--- config.mk ---
export PLATFORM = sky130hd
export DESIGN_NAME = dla_axi_lite_sub_flat
export DESIGN_NICKNAME = d
export VERILOG_FILES = /design/src/rtl/dla_axi_lite_pkg.sv /design/src/rtl/dla_axi_lite_if.sv /design/src/rtl/dla_axi_lite_addr_dec.sv /design/src/rtl/dla_axi_lite_sub.sv /design/src/flat_wrapper.sv
export SDC_FILE = /design/constraint.sdc
export NUM_CORES = 1
export LEC_CHECK = 0
export ABC_AREA = 0
export CAP_MARGIN = 25
export CORE_MARGIN = 3
export CORE_UTILIZATION = 49
export DETAILED_ROUTE_END_ITERATION = 8
export GPL_ROUTABILITY_DRIVEN = 0
export PLACE_DENSITY_LB_ADDON = 0.25
export SETUP_SLACK_MARGIN = 0.5
export SLEW_MARGIN = 10
export SYNTH_ARGS = -nofsm -noshare
export SYNTH_HDL_FRONTEND = slang
export SYNTH_SLANG_ARGS = --single-unit
--- constraint.sdc ---
create_clock -name clk_i -period 2.65 [get_ports clk_i]
set_input_delay 0.795 -clock clk_i [delete_from_list [all_inputs] [get_ports clk_i]]
set_output_delay 0.795 -clock clk_i [all_outputs]
set_load 0.01 [all_outputs]
--- src/rtl/dla_axi_lite_pkg.sv ---
// Shared types and constants for the DLA AXI-Lite register subordinate.
// Response codes plus write/read channel FSM state encodings.
package dla_axi_lite_pkg;

    localparam logic [1:0] RESP_OKAY   = 2'b00;
    localparam logic [1:0] RESP_SLVERR = 2'b10;

    typedef enum logic [2:0] {
        W_IDLE,
        W_HAVE_AW,
        W_HAVE_W,
        W_EXEC,
        W_RESP
    } sub_wr_state_t;

    typedef enum logic {
        R_IDLE,
        R_RESP
    } sub_rd_state_t;

endpackage

--- src/rtl/dla_axi_lite_if.sv ---
// AXI-Lite bundle: AW, W, B, AR and R channels with valid/ready handshakes.
// Slave modport for the register end, Master modport for the requester.
interface AXI_LITE #(
    parameter int AXI_ADDR_WIDTH = 16,
    parameter int AXI_DATA_WIDTH = 32
);
    logic [AXI_ADDR_WIDTH-1:0]   aw_addr;
    logic [2:0]                  aw_prot;
    logic                        aw_valid;
    logic                        aw_ready;
    logic [AXI_DATA_WIDTH-1:0]   w_data;
    logic [AXI_DATA_WIDTH/8-1:0] w_strb;
    logic                        w_valid;
    logic                        w_ready;
    logic [1:0]                  b_resp;
    logic                        b_valid;
    logic                        b_ready;
    logic [AXI_ADDR_WIDTH-1:0]   ar_addr;
    logic [2:0]                  ar_prot;
    logic                        ar_valid;
    logic                        ar_ready;
    logic [AXI_DATA_WIDTH-1:0]   r_data;
    logic [1:0]                  r_resp;
    logic                        r_valid;
    logic                        r_ready;

    modport Slave (
        input  aw_addr, aw_prot, aw_valid, output aw_ready,
        input  w_data, w_strb, w_valid, output w_ready,
        output b_resp, b_valid, input b_ready,
        input  ar_addr, ar_prot, ar_valid, output ar_ready,
        output r_data, r_resp, r_valid, input r_ready
    );

    modport Master (
        output aw_addr, aw_prot, aw_valid, input aw_ready,
        output w_data, w_strb, w_valid, input w_ready,
        input  b_resp, b_valid, output b_ready,
        output ar_addr, ar_prot, ar_valid, input ar_ready,
        input  r_data, r_resp, r_valid, output r_ready
    );
endinterface

--- src/rtl/dla_axi_lite_addr_dec.sv ---
// Combinational register decoder: byte address -> (hit, register index).
// Ports: addr in; hit out (address inside the bank); idx out (word index).
module dla_axi_lite_addr_dec
    import dla_axi_lite_pkg::*;
#(
    parameter int AW        = 16,
    parameter int DW        = 32,
    parameter int NUM_REGS  = 8,
    parameter int BASE_ADDR = 0,
    parameter int IW        = (NUM_REGS > 1) ? $clog2(NUM_REGS) : 1
) (
    input  logic [AW-1:0] addr,
    output logic          hit,
    output logic [IW-1:0] idx
);
    localparam int LSB = $clog2(DW / 8);

    logic [AW-1:0] offset;
    logic [AW-1:0] word;

    // Byte-lane bits drop out of the shift, so unaligned addresses alias.
    assign offset = addr - AW'(BASE_ADDR);
    assign word   = offset >> LSB;
    assign hit    = (addr >= AW'(BASE_ADDR)) && (word < AW'(NUM_REGS));
    assign idx    = word[IW-1:0];
endmodule

--- src/rtl/dla_axi_lite_sub.sv ---
// AXI-Lite subordinate fronting NUM_REGS control/status registers.
// Ports: clk_i, rstn_i (sync, low), pp_if (AXI-Lite slave), regs_o, wr/rd pulses.
module dla_axi_lite_sub
    import dla_axi_lite_pkg::*;
#(
    parameter int AXI_ADDR_WIDTH = 16,
    parameter int AXI_DATA_WIDTH = 32,
    parameter int NUM_REGS       = 8,
    parameter int BASE_ADDR      = 0
) (
    input  logic                               clk_i,
    input  logic                               rstn_i,
    AXI_LITE.Slave                             pp_if,
    output logic [NUM_REGS*AXI_DATA_WIDTH-1:0] regs_o,
    output logic [NUM_REGS-1:0]                wr_pulse_o,
    output logic [NUM_REGS-1:0]                rd_pulse_o
);
    localparam int AW = AXI_ADDR_WIDTH;
    localparam int DW = AXI_DATA_WIDTH;
    localparam int NB = DW / 8;
    localparam int IW = (NUM_REGS > 1) ? $clog2(NUM_REGS) : 1;

    logic [DW-1:0] regs [NUM_REGS];

    sub_wr_state_t wr_state, wr_state_n;
    sub_rd_state_t rd_state, rd_state_n;

    logic          aw_ready, aw_ready_n, w_ready, w_ready_n;
    logic          b_valid, b_valid_n;
    logic [1:0]    b_resp, b_resp_n;
    logic          ar_ready, ar_ready_n, r_valid, r_valid_n;
    logic [1:0]    r_resp, r_resp_n;
    logic [DW-1:0] r_data, r_data_n, rd_word;
    logic          wr_commit, rd_fire;

    logic [AW-1:0] waddr;
    logic [DW-1:0] wdata;
    logic [NB-1:0] wstrb;
    logic          whit, rhit;
    logic [IW-1:0] widx, ridx;

    logic aw_hs, w_hs, b_hs, ar_hs, r_hs;

    assign aw_hs = pp_if.aw_valid & aw_ready;
    assign w_hs  = pp_if.w_valid & w_ready;
    assign b_hs  = b_valid & pp_if.b_ready;
    assign ar_hs = pp_if.ar_valid & ar_ready;
    assign r_hs  = r_valid & pp_if.r_ready;

    assign pp_if.aw_ready = aw_ready;
    assign pp_if.w_ready  = w_ready;
    assign pp_if.b_valid  = b_valid;
    assign pp_if.b_resp   = b_resp;
    assign pp_if.ar_ready = ar_ready;
    assign pp_if.r_valid  = r_valid;
    assign pp_if.r_resp   = r_resp;
    assign pp_if.r_data   = r_data;

    dla_axi_lite_addr_dec #(
        .AW(AW), .DW(DW), .NUM_REGS(NUM_REGS),
        .BASE_ADDR(BASE_ADDR), .IW(IW)
    ) u_wdec (.addr(waddr), .hit(whit), .idx(widx));

    dla_axi_lite_addr_dec #(
        .AW(AW), .DW(DW), .NUM_REGS(NUM_REGS),
        .BASE_ADDR(BASE_ADDR), .IW(IW)
    ) u_rdec (.addr(pp_if.ar_addr), .hit(rhit), .idx(ridx));

    always_comb begin
        wr_state_n = wr_state;
        aw_ready_n = aw_ready;
        w_ready_n  = w_ready;
        b_valid_n  = b_valid;
        b_resp_n   = b_resp;
        wr_commit  = 1'b0;
        case (wr_state)
            W_IDLE: begin
                // Readys come up here on the first edge out of reset.
                aw_ready_n = 1'b1;
                w_ready_n  = 1'b1;
                if (aw_hs && w_hs) begin
                    wr_state_n = W_EXEC;
                    aw_ready_n = 1'b0;
                    w_ready_n  = 1'b0;
                end else if (aw_hs) begin
                    wr_state_n = W_HAVE_AW;
                    aw_ready_n = 1'b0;
                end else if (w_hs) begin
                    wr_state_n = W_HAVE_W;
                    w_ready_n  = 1'b0;
                end
            end
            W_HAVE_AW: if (w_hs) begin
                wr_state_n = W_EXEC;
                w_ready_n  = 1'b0;
            end
            W_HAVE_W: if (aw_hs) begin
                wr_state_n = W_EXEC;
                aw_ready_n = 1'b0;
            end
            W_EXEC: begin
                wr_commit  = 1'b1;
                b_valid_n  = 1'b1;
                b_resp_n   = whit ? RESP_OKAY : RESP_SLVERR;
                wr_state_n = W_RESP;
            end
            W_RESP: if (b_hs) begin
                b_valid_n  = 1'b0;
                aw_ready_n = 1'b1;
                w_ready_n  = 1'b1;
                wr_state_n = W_IDLE;
            end
            default: wr_state_n = W_IDLE;
        endcase
    end

    // Index by comparison so a miss on a non-power-of-2 bank never indexes past the end.
    always_comb begin
        rd_word = '0;
        for (int i = 0; i < NUM_REGS; i++)
            if (ridx == IW'(i)) rd_word = regs[i];
    end

    always_comb begin
        rd_state_n = rd_state;
        ar_ready_n = ar_ready;
        r_valid_n  = r_valid;
        r_resp_n   = r_resp;
        r_data_n   = r_data;
        rd_fire    = 1'b0;
        case (rd_state)
            R_IDLE: begin
                ar_ready_n = 1'b1;
                if (ar_hs) begin
                    rd_fire    = 1'b1;
                    r_valid_n  = 1'b1;
                    ar_ready_n = 1'b0;
                    r_data_n   = rhit ? rd_word : '0;
                    r_resp_n   = rhit ? RESP_OKAY : RESP_SLVERR;
                    rd_state_n = R_RESP;
                end
            end
            R_RESP: if (r_hs) begin
                r_valid_n  = 1'b0;
                ar_ready_n = 1'b1;
                rd_state_n = R_IDLE;
            end
            default: rd_state_n = R_IDLE;
        endcase
    end

    always_ff @(posedge clk_i) begin
        if (!rstn_i) begin
            wr_state   <= W_IDLE;
            rd_state   <= R_IDLE;
            aw_ready   <= 1'b0;
            w_ready    <= 1'b0;
            b_valid    <= 1'b0;
            b_resp     <= 2'b00;
            ar_ready   <= 1'b0;
            r_valid    <= 1'b0;
            r_resp     <= 2'b00;
            r_data     <= '0;
            waddr      <= '0;
            wdata      <= '0;
            wstrb      <= '0;
            wr_pulse_o <= '0;
            rd_pulse_o <= '0;
            for (int i = 0; i < NUM_REGS; i++) regs[i] <= '0;
        end else begin
            wr_state <= wr_state_n;
            rd_state <= rd_state_n;
            aw_ready <= aw_ready_n;
            w_ready  <= w_ready_n;
            b_valid  <= b_valid_n;
            b_resp   <= b_resp_n;
            ar_ready <= ar_ready_n;
            r_valid  <= r_valid_n;
            r_resp   <= r_resp_n;
            r_data   <= r_data_n;
            if (aw_hs) waddr <= pp_if.aw_addr;
            if (w_hs) begin
                wdata <= pp_if.w_data;
                wstrb <= pp_if.w_strb;
            end
            for (int i = 0; i < NUM_REGS; i++) begin
                wr_pulse_o[i] <= wr_commit && whit && (widx == IW'(i));
                rd_pulse_o[i] <= rd_fire && rhit && (ridx == IW'(i));
                if (wr_commit && whit && (widx == IW'(i)))
                    for (int b = 0; b < NB; b++)
                        if (wstrb[b]) regs[i][8*b +: 8] <= wdata[8*b +: 8];
            end
        end
    end

    for (genvar g = 0; g < NUM_REGS; g++) begin : g_flat
        assign regs_o[g*DW +: DW] = regs[g];
    end
endmodule

--- src/flat_wrapper.sv ---
// flat-port wrapper written by rule: the top's interface ports become plain ports
module dla_axi_lite_sub_flat import dla_axi_lite_pkg::*;
#(
    parameter int AXI_ADDR_WIDTH = 16,
    parameter int AXI_DATA_WIDTH = 32,
    parameter int NUM_REGS       = 8,
    parameter int BASE_ADDR      = 0
)
  (clk_i, rstn_i, regs_o, wr_pulse_o, rd_pulse_o, pp_if_aw_addr, pp_if_aw_prot, pp_if_aw_valid, pp_if_aw_ready, pp_if_w_data, pp_if_w_strb, pp_if_w_valid, pp_if_w_ready, pp_if_b_resp, pp_if_b_valid, pp_if_b_ready, pp_if_ar_addr, pp_if_ar_prot, pp_if_ar_valid, pp_if_ar_ready, pp_if_r_data, pp_if_r_resp, pp_if_r_valid, pp_if_r_ready);
  AXI_LITE #(.AXI_ADDR_WIDTH(AXI_ADDR_WIDTH), .AXI_DATA_WIDTH(AXI_DATA_WIDTH)) pp_if_i ();
  input  logic clk_i;
  input  logic rstn_i;
  output logic [NUM_REGS*AXI_DATA_WIDTH-1:0] regs_o;
  output logic [NUM_REGS-1:0] wr_pulse_o;
  output logic [NUM_REGS-1:0] rd_pulse_o;
  input wire logic [$bits(pp_if_i.aw_addr)-1:0] pp_if_aw_addr;
  input wire logic [$bits(pp_if_i.aw_prot)-1:0] pp_if_aw_prot;
  input wire logic [$bits(pp_if_i.aw_valid)-1:0] pp_if_aw_valid;
  output wire logic [$bits(pp_if_i.aw_ready)-1:0] pp_if_aw_ready;
  input wire logic [$bits(pp_if_i.w_data)-1:0] pp_if_w_data;
  input wire logic [$bits(pp_if_i.w_strb)-1:0] pp_if_w_strb;
  input wire logic [$bits(pp_if_i.w_valid)-1:0] pp_if_w_valid;
  output wire logic [$bits(pp_if_i.w_ready)-1:0] pp_if_w_ready;
  output wire logic [$bits(pp_if_i.b_resp)-1:0] pp_if_b_resp;
  output wire logic [$bits(pp_if_i.b_valid)-1:0] pp_if_b_valid;
  input wire logic [$bits(pp_if_i.b_ready)-1:0] pp_if_b_ready;
  input wire logic [$bits(pp_if_i.ar_addr)-1:0] pp_if_ar_addr;
  input wire logic [$bits(pp_if_i.ar_prot)-1:0] pp_if_ar_prot;
  input wire logic [$bits(pp_if_i.ar_valid)-1:0] pp_if_ar_valid;
  output wire logic [$bits(pp_if_i.ar_ready)-1:0] pp_if_ar_ready;
  output wire logic [$bits(pp_if_i.r_data)-1:0] pp_if_r_data;
  output wire logic [$bits(pp_if_i.r_resp)-1:0] pp_if_r_resp;
  output wire logic [$bits(pp_if_i.r_valid)-1:0] pp_if_r_valid;
  input wire logic [$bits(pp_if_i.r_ready)-1:0] pp_if_r_ready;
  assign pp_if_i.aw_addr = pp_if_aw_addr;
  assign pp_if_i.aw_prot = pp_if_aw_prot;
  assign pp_if_i.aw_valid = pp_if_aw_valid;
  assign pp_if_aw_ready = pp_if_i.aw_ready;
  assign pp_if_i.w_data = pp_if_w_data;
  assign pp_if_i.w_strb = pp_if_w_strb;
  assign pp_if_i.w_valid = pp_if_w_valid;
  assign pp_if_w_ready = pp_if_i.w_ready;
  assign pp_if_b_resp = pp_if_i.b_resp;
  assign pp_if_b_valid = pp_if_i.b_valid;
  assign pp_if_i.b_ready = pp_if_b_ready;
  assign pp_if_i.ar_addr = pp_if_ar_addr;
  assign pp_if_i.ar_prot = pp_if_ar_prot;
  assign pp_if_i.ar_valid = pp_if_ar_valid;
  assign pp_if_ar_ready = pp_if_i.ar_ready;
  assign pp_if_r_data = pp_if_i.r_data;
  assign pp_if_r_resp = pp_if_i.r_resp;
  assign pp_if_r_valid = pp_if_i.r_valid;
  assign pp_if_i.r_ready = pp_if_r_ready;
  dla_axi_lite_sub #(.AXI_ADDR_WIDTH(AXI_ADDR_WIDTH), .AXI_DATA_WIDTH(AXI_DATA_WIDTH), .NUM_REGS(NUM_REGS), .BASE_ADDR(BASE_ADDR)) u_core (.clk_i(clk_i), .rstn_i(rstn_i), .pp_if(pp_if_i), .regs_o(regs_o), .wr_pulse_o(wr_pulse_o), .rd_pulse_o(rd_pulse_o));
endmodule
* Word level (Yosys, flattened, before mapping) *
Memory sizes are Yosys's and may differ from the RTL's.
Index checks and enable logic that the tools add are counted.

word-level totals
  bits in latches = 0
  memory bits (read-only) = 0
  memories = 1
  input bits = 81
  RAM bits = 256
  output and inout bits = 313
  word-level logic and storage cells = 289
  register bits = 113

memories
  name         words  bits a word  read ports  clocked after memory_dff  wr ports  line                    source
  u_core.regs  8      32           8           0                         8         dla_axi_lite_sub.sv:23  logic [DW-1:0] regs [NUM_REGS];

operators by class
  bitwise operators = 38
  shift-type cells = 0
  divide/modulo/power cells = 0
  equal/unequal tests = 24
  magnitude comparators = 4
  multiplexer cells = 174
  add/subtract/negate cells = 0
  multiply operators = 0
  reductions and logical operators = 33

operators with widths
  operator                                                                 count
  32-bit 2-to-1 mux                                                        9
  8-bit 2-to-1 mux                                                         32
  1-bit 2-to-1 mux                                                         118
  16-bit by 1-bit >= comparator with 1-bit output (second input constant)  2
  1-bit OR                                                                 32
  14-bit by 4-bit < comparator with 1-bit output (second input constant)   2
  3-bit == test (second input constant)                                    9
  1-bit logical AND                                                        21
  3-bit by 2-bit == test with 1-bit output (second input constant)         6
  3-bit 2-to-1 mux                                                         6
  3-bit one-hot mux with 5 select lines                                    1
  3-bit by 1-bit == test with 1-bit output (second input constant)         3
  3-bit logical NOT                                                        3
  2-bit by 1-bit != test with 1-bit output (second input constant)         4
  1-bit one-hot mux with 2 select lines                                    4
  1-bit one-hot mux with 3 select lines                                    2
  2-bit AND reduction                                                      3
  3-bit AND reduction                                                      2
  3-bit nonzero test                                                       2
  1-bit bitwise AND                                                        5
  2-bit 2-to-1 mux                                                         2
  4-bit by 1-bit != test with 1-bit output (second input constant)         1
  4-bit AND reduction                                                      1
  2-bit != test (second input constant)                                    1
  2 further kinds                                                          2

* Logic depth before layout (Yosys ltp) *
  depth after elaboration = 10
  gate-level depth with buffers = 7
  depth with buffers taken out = 4

* Hierarchy *
From an unflattened synthesis, not the netlist that was laid out.

unflattened totals
  cell total of the unflattened synthesis = 1383
  area, all modules = 15317.2 sq um

by module, submodules not included
  module                 times used  cells each  area each (sq um)  sequential area each (sq um)
  dla_axi_lite_sub       1           1369        15224.6            9909.5
  dla_axi_lite_addr_dec  2           7           46.3               0.0

* Worst setup path before layout *
No wires, ideal clock.

  kind = flip-flop to flip-flop
  start point = reg u_core.wr_state[1]
  end point = mem u_core.regs[6][0] (netlist: u_core.regs[3][0]), enable pin
  arrival = 1797 ps
  setup slack = 469 ps
  cell stages (with the launch flop) = 7
  path buffers = 2
  cells stage by stage = dfxtp_1 > buf_2 > and3b_1 > and4_4 > buf_12 > nand2_1 > o21ai_0

RTL lines
  what                    line                     source
  start, declared         dla_axi_lite_sub.sv:25   sub_wr_state_t wr_state, wr_state_n;
  start signal, assigned  dla_axi_lite_sub.sv:171  wr_state <= wr_state_n;
  end, declared           dla_axi_lite_sub.sv:23

==> run summary <==
outcome: complete, no violations
final setup vio count: 0
synth-to-layout area growth: 35.6%
pin count of the biggest net entering global routing: 74
antenna viol nets, final: 0
Synth cell types: 50
DR vias/cell: 5.88
Setup crit end kind: output port
# port buffers: 381
DRT Pass-1 Iters: 5
Die ar.: 0.0338 mm^2
number of flops mapped to enable cells by yosys: 256
I/O pin count: 394
Synth Instances: 1390
final setup TNS: 0 ns
CP required: 1.86 ns
Final Cycle Share: 0.802
mapped cell area: 0.0155 mm^2
syn_area_per_cell: 11.1 um^2
critical path arrival: 1.33 ns
Chip Height: 184 um
max layer used: met5
Pleak: 8.62 nW
Final #Nets: 1862
Placed Cells incl. Taps: 2128
adder-cell share of the synthesized area: 0
routed vias: 13000
CP Class: flip-flop to output port
placed cell areas: 0.0199 mm^2
Inserted Diodes: 0
Final min period: 2.13 ns
vias in the first global route: 12500
post-DR wirelength/cell: 23.6 um
post-synthesis xor/xnor area fraction: 0
final hold violations: 0
clk sink count: 365
CTS Root Buffer Type: clkbuf_16
crit start category: flip-flop
met3 routed WL: 5700 um
max-slew violations: 0
layout cell share with drive strength beyond 1: 0.115
Residual DRC: 0
delay-heaviest family, CP: flip-flops
synth warn: 0
Met1 Routed Length: 20200 um
DR iter-0 viols: 1333
Synth Flop Type: edfxtp_1
Switching Fraction: 0.235
largest family of logic cells by synthesized area: simple AND/OR/NAND/NOR gates
Final Non-Filler Cells: 2207
largest cells by area after synthesis: edfxtp_1, dfxtp_1, nor2_1, nand2_1, mux2i_1
Core ar.: 0.0309 mm^2
Seq pwr share: 0.488
ys async rst share: 0
Critical Path Slowest Stage Cell: edfxtp_1
Logic pwr share: 0.096
gr ovfl total: 0
# H-tree levels: 2
Max-Cap Viols: 0
Initial Utilization: 0.501
worst hold slack: 0.454 ns
initial antenna violation count: 1
first-pass GRT wire length: 75500 um
Worst Hold Class: flip-flop to flip-flop
overall global routing resource usage: 0.296
Worst-path clk slew: 0.06 ns
crit path cell chain: dlygate4sd2_1
post-synthesis sequential area ratio: 0.637
Worst VDD drop: 487 uV
Site Rows: 64
Int Power: 0.0102 W
Post-Route WL: 52000 um
Worst-Skew Late Latency: 0.51 ns
Cell Pwr Density: 633 mW/mm^2
dpl ws: 0.0980 ns
Detail Placement HPWL: 37900 um
share of Yosys cell area claimed by the top area cell type: 0.496
Design Area, Final: 0.0210 mm^2
Simple-Gate Fraction of Synth Area: 0.161
RSZ-0062 raised after global routing: yes
Psw: 0.00313 W
Synth Area in Compound Gates: 0.135
CP max stage delay: 0.49 ns
Clock Path Buffers: 3
die width: 184 um
crit path max fanout: 2
mux share of post-synthesis cell area: 0.0267
CTS Buf Count: 38
CTS tree: yes
Clock power frac: 0.416
area leader, netlist: edfxtp_1
hold buffer count at CTS: 0
worst-margin pin slew: 1.05 ns
flop and latch count out of synthesis: 365
setup slack after layout: 0.525 ns
fmax: 471 MHz
clk_skew: 0.0154 ns
routed wl met2: 23800 um
Buffers & Inverters on Critical Path: 1
slew margin rel.: 0.301
## layout make-up
class	instances	area [um^2]
clock buffer	60	1170
fill	2412	9900
multi-input combinational	888	5090
sequential	365	9870
tap	396	495
clock inverter	10	139
timing repair buffer	452	4100
inverter	36	135
## worst reg2reg max path: stages (launching register included)
cell and delay (ns):
dfxtp_1 0.38, and3b_1 0.30, and4_4 0.31, buf_16 0.20, nand4_2 0.32, nand2_4 0.26
## flip-flops by register name, indices dropped and copies added (netlist names), 3 cells and up
| register | cells |
|---|---|
| u_core.wdata | 32 |
| u_core.pp_if.r_data | 32 |
| u_core.wstrb | 4 |
| u_core.wr_pulse_o | 8 |
| u_core.rd_pulse_o | 8 |
| u_core.regs | 256 |
| u_core.wr_state | 3 |
| u_core.waddr | 14 |
## logic make-up (layout without fill, tap and decap cells)
group / after synthesis / in the layout
buffers and inverters: 138 / 558
AOI/OAI and AO/OA: 313 / 313
DFF: 365 / 365
and+or+nand+nor: 532 / 532
other: 1 / 2
muxes: 41 / 41
## layout by cell type (no fill, tap or decap), types with 22 or more instances in the layout
master and n:
mux2i_1 39, o21a_1 22, edfxtp_1 256, clkbuf_16 43, a211oi_1 24, nand2_1 165
nor2_1 230, dlygate4sd2_1 308, dfxtp_1 106, o21ai_0 62, a21oi_1 66, buf_4 62
clkdlybuf4s50_1 66, inv_1 33, o211ai_1 46
## worst paths after layout
path	from	endpoint	slack, ns	cells after the start
worst max-delay path	u_core.regs[3][53]$_DFFE_PP_	regs_o[245]	0.52	1
worst min-delay path	u_core.wdata[18]$_SDFFE_PN0P_	u_core.wdata[18]$_SDFFE_PN0P_	0.45	2
worst max register to register	u_core.wr_state[2]$_SDFFE_PN0P_	u_core.regs[2][52]$_SDFFCE_PN0P_	0.58	5
worst min register to register	u_core.wdata[18]$_SDFFE_PN0P_	u_core.wdata[18]$_SDFFE_PN0P_	0.45	2
## routing by layer
metal	global-route usage	vias to the layer above
li1	-	5786
met1	0.398	6229
met2	0.467	804
met3	0.0704	149
met4	0.121	4
met5	0	-
## metrics by stage
step / util / total power [W]
6_report: 0.680 / 0.0133
5_1_grt: 0.680 / 0.0136
4_1_cts: 0.677 / 0.0133
3_5_place_dp: 0.644 / 0.00797
3_3_place_gp: 0.644 / 0.00793
2_1_floorplan: - / 0.00720
## power by group through the flow
| stage | logic (W) | clock network, W | registers [W] |
|---|---|---|---|
| floorplan | 0.000588 | 0 | 0.00661 |
| global placement | 0.00133 | 0 | 0.00660 |
| detailed placement | 0.00136 | 0 | 0.00661 |
| CTS | 0.00127 | 0.00556 | 0.00648 |
| global route | 0.00137 | 0.00578 | 0.00650 |
| finish | 0.00128 | 0.00553 | 0.00648 |
## cell usage after synthesis (3+ instances only)
| library cell | instances |
|---|---|
| o21a_1 | 22 |
| o211ai_1 | 46 |
| nand3_4 | 9 |
| a211oi_1 | 24 |
| a32o_1 | 21 |
| and2_1 | 3 |
| a22o_1 | 4 |
| a221oi_1 | 7 |
| nor3_1 | 7 |
| or2_2 | 21 |
| clkbuf_1 | 58 |
| nor4_1 | 9 |
| and3b_1 | 3 |
| dfxtp_1 | 109 |
| nand3_2 | 7 |
| inv_1 | 35 |
| o2bb2ai_1 | 21 |
| nand3_1 | 5 |
| buf_1 | 8 |
| and3_1 | 8 |
| nand2b_1 | 9 |
| nand4_2 | 8 |
| nor2b_1 | 7 |
| edfxtp_1 | 256 |
| nand2_1 | 183 |
| nor3b_1 | 3 |
| buf_2 | 30 |
| a32oi_1 | 7 |
| a21o_1 | 7 |
| a21oi_1 | 66 |
| o22ai_1 | 21 |
| nand3b_1 | 12 |
| mux2i_1 | 39 |
| nor2_1 | 231 |
| o21ai_0 | 62 |
## repair_timing
| action | in CTS | in global routing |
|---|---|---|
| cloned | 0 | 1 |
| resized for setup | 327 | 15 |
| hold endpoints to repair | 0 | 0 |
| buffers inserted | 6 | 2 |
| endpoints found under the setup margin | 538 | 147 |
Note: power is estimated with default switching activity, not from simulation.
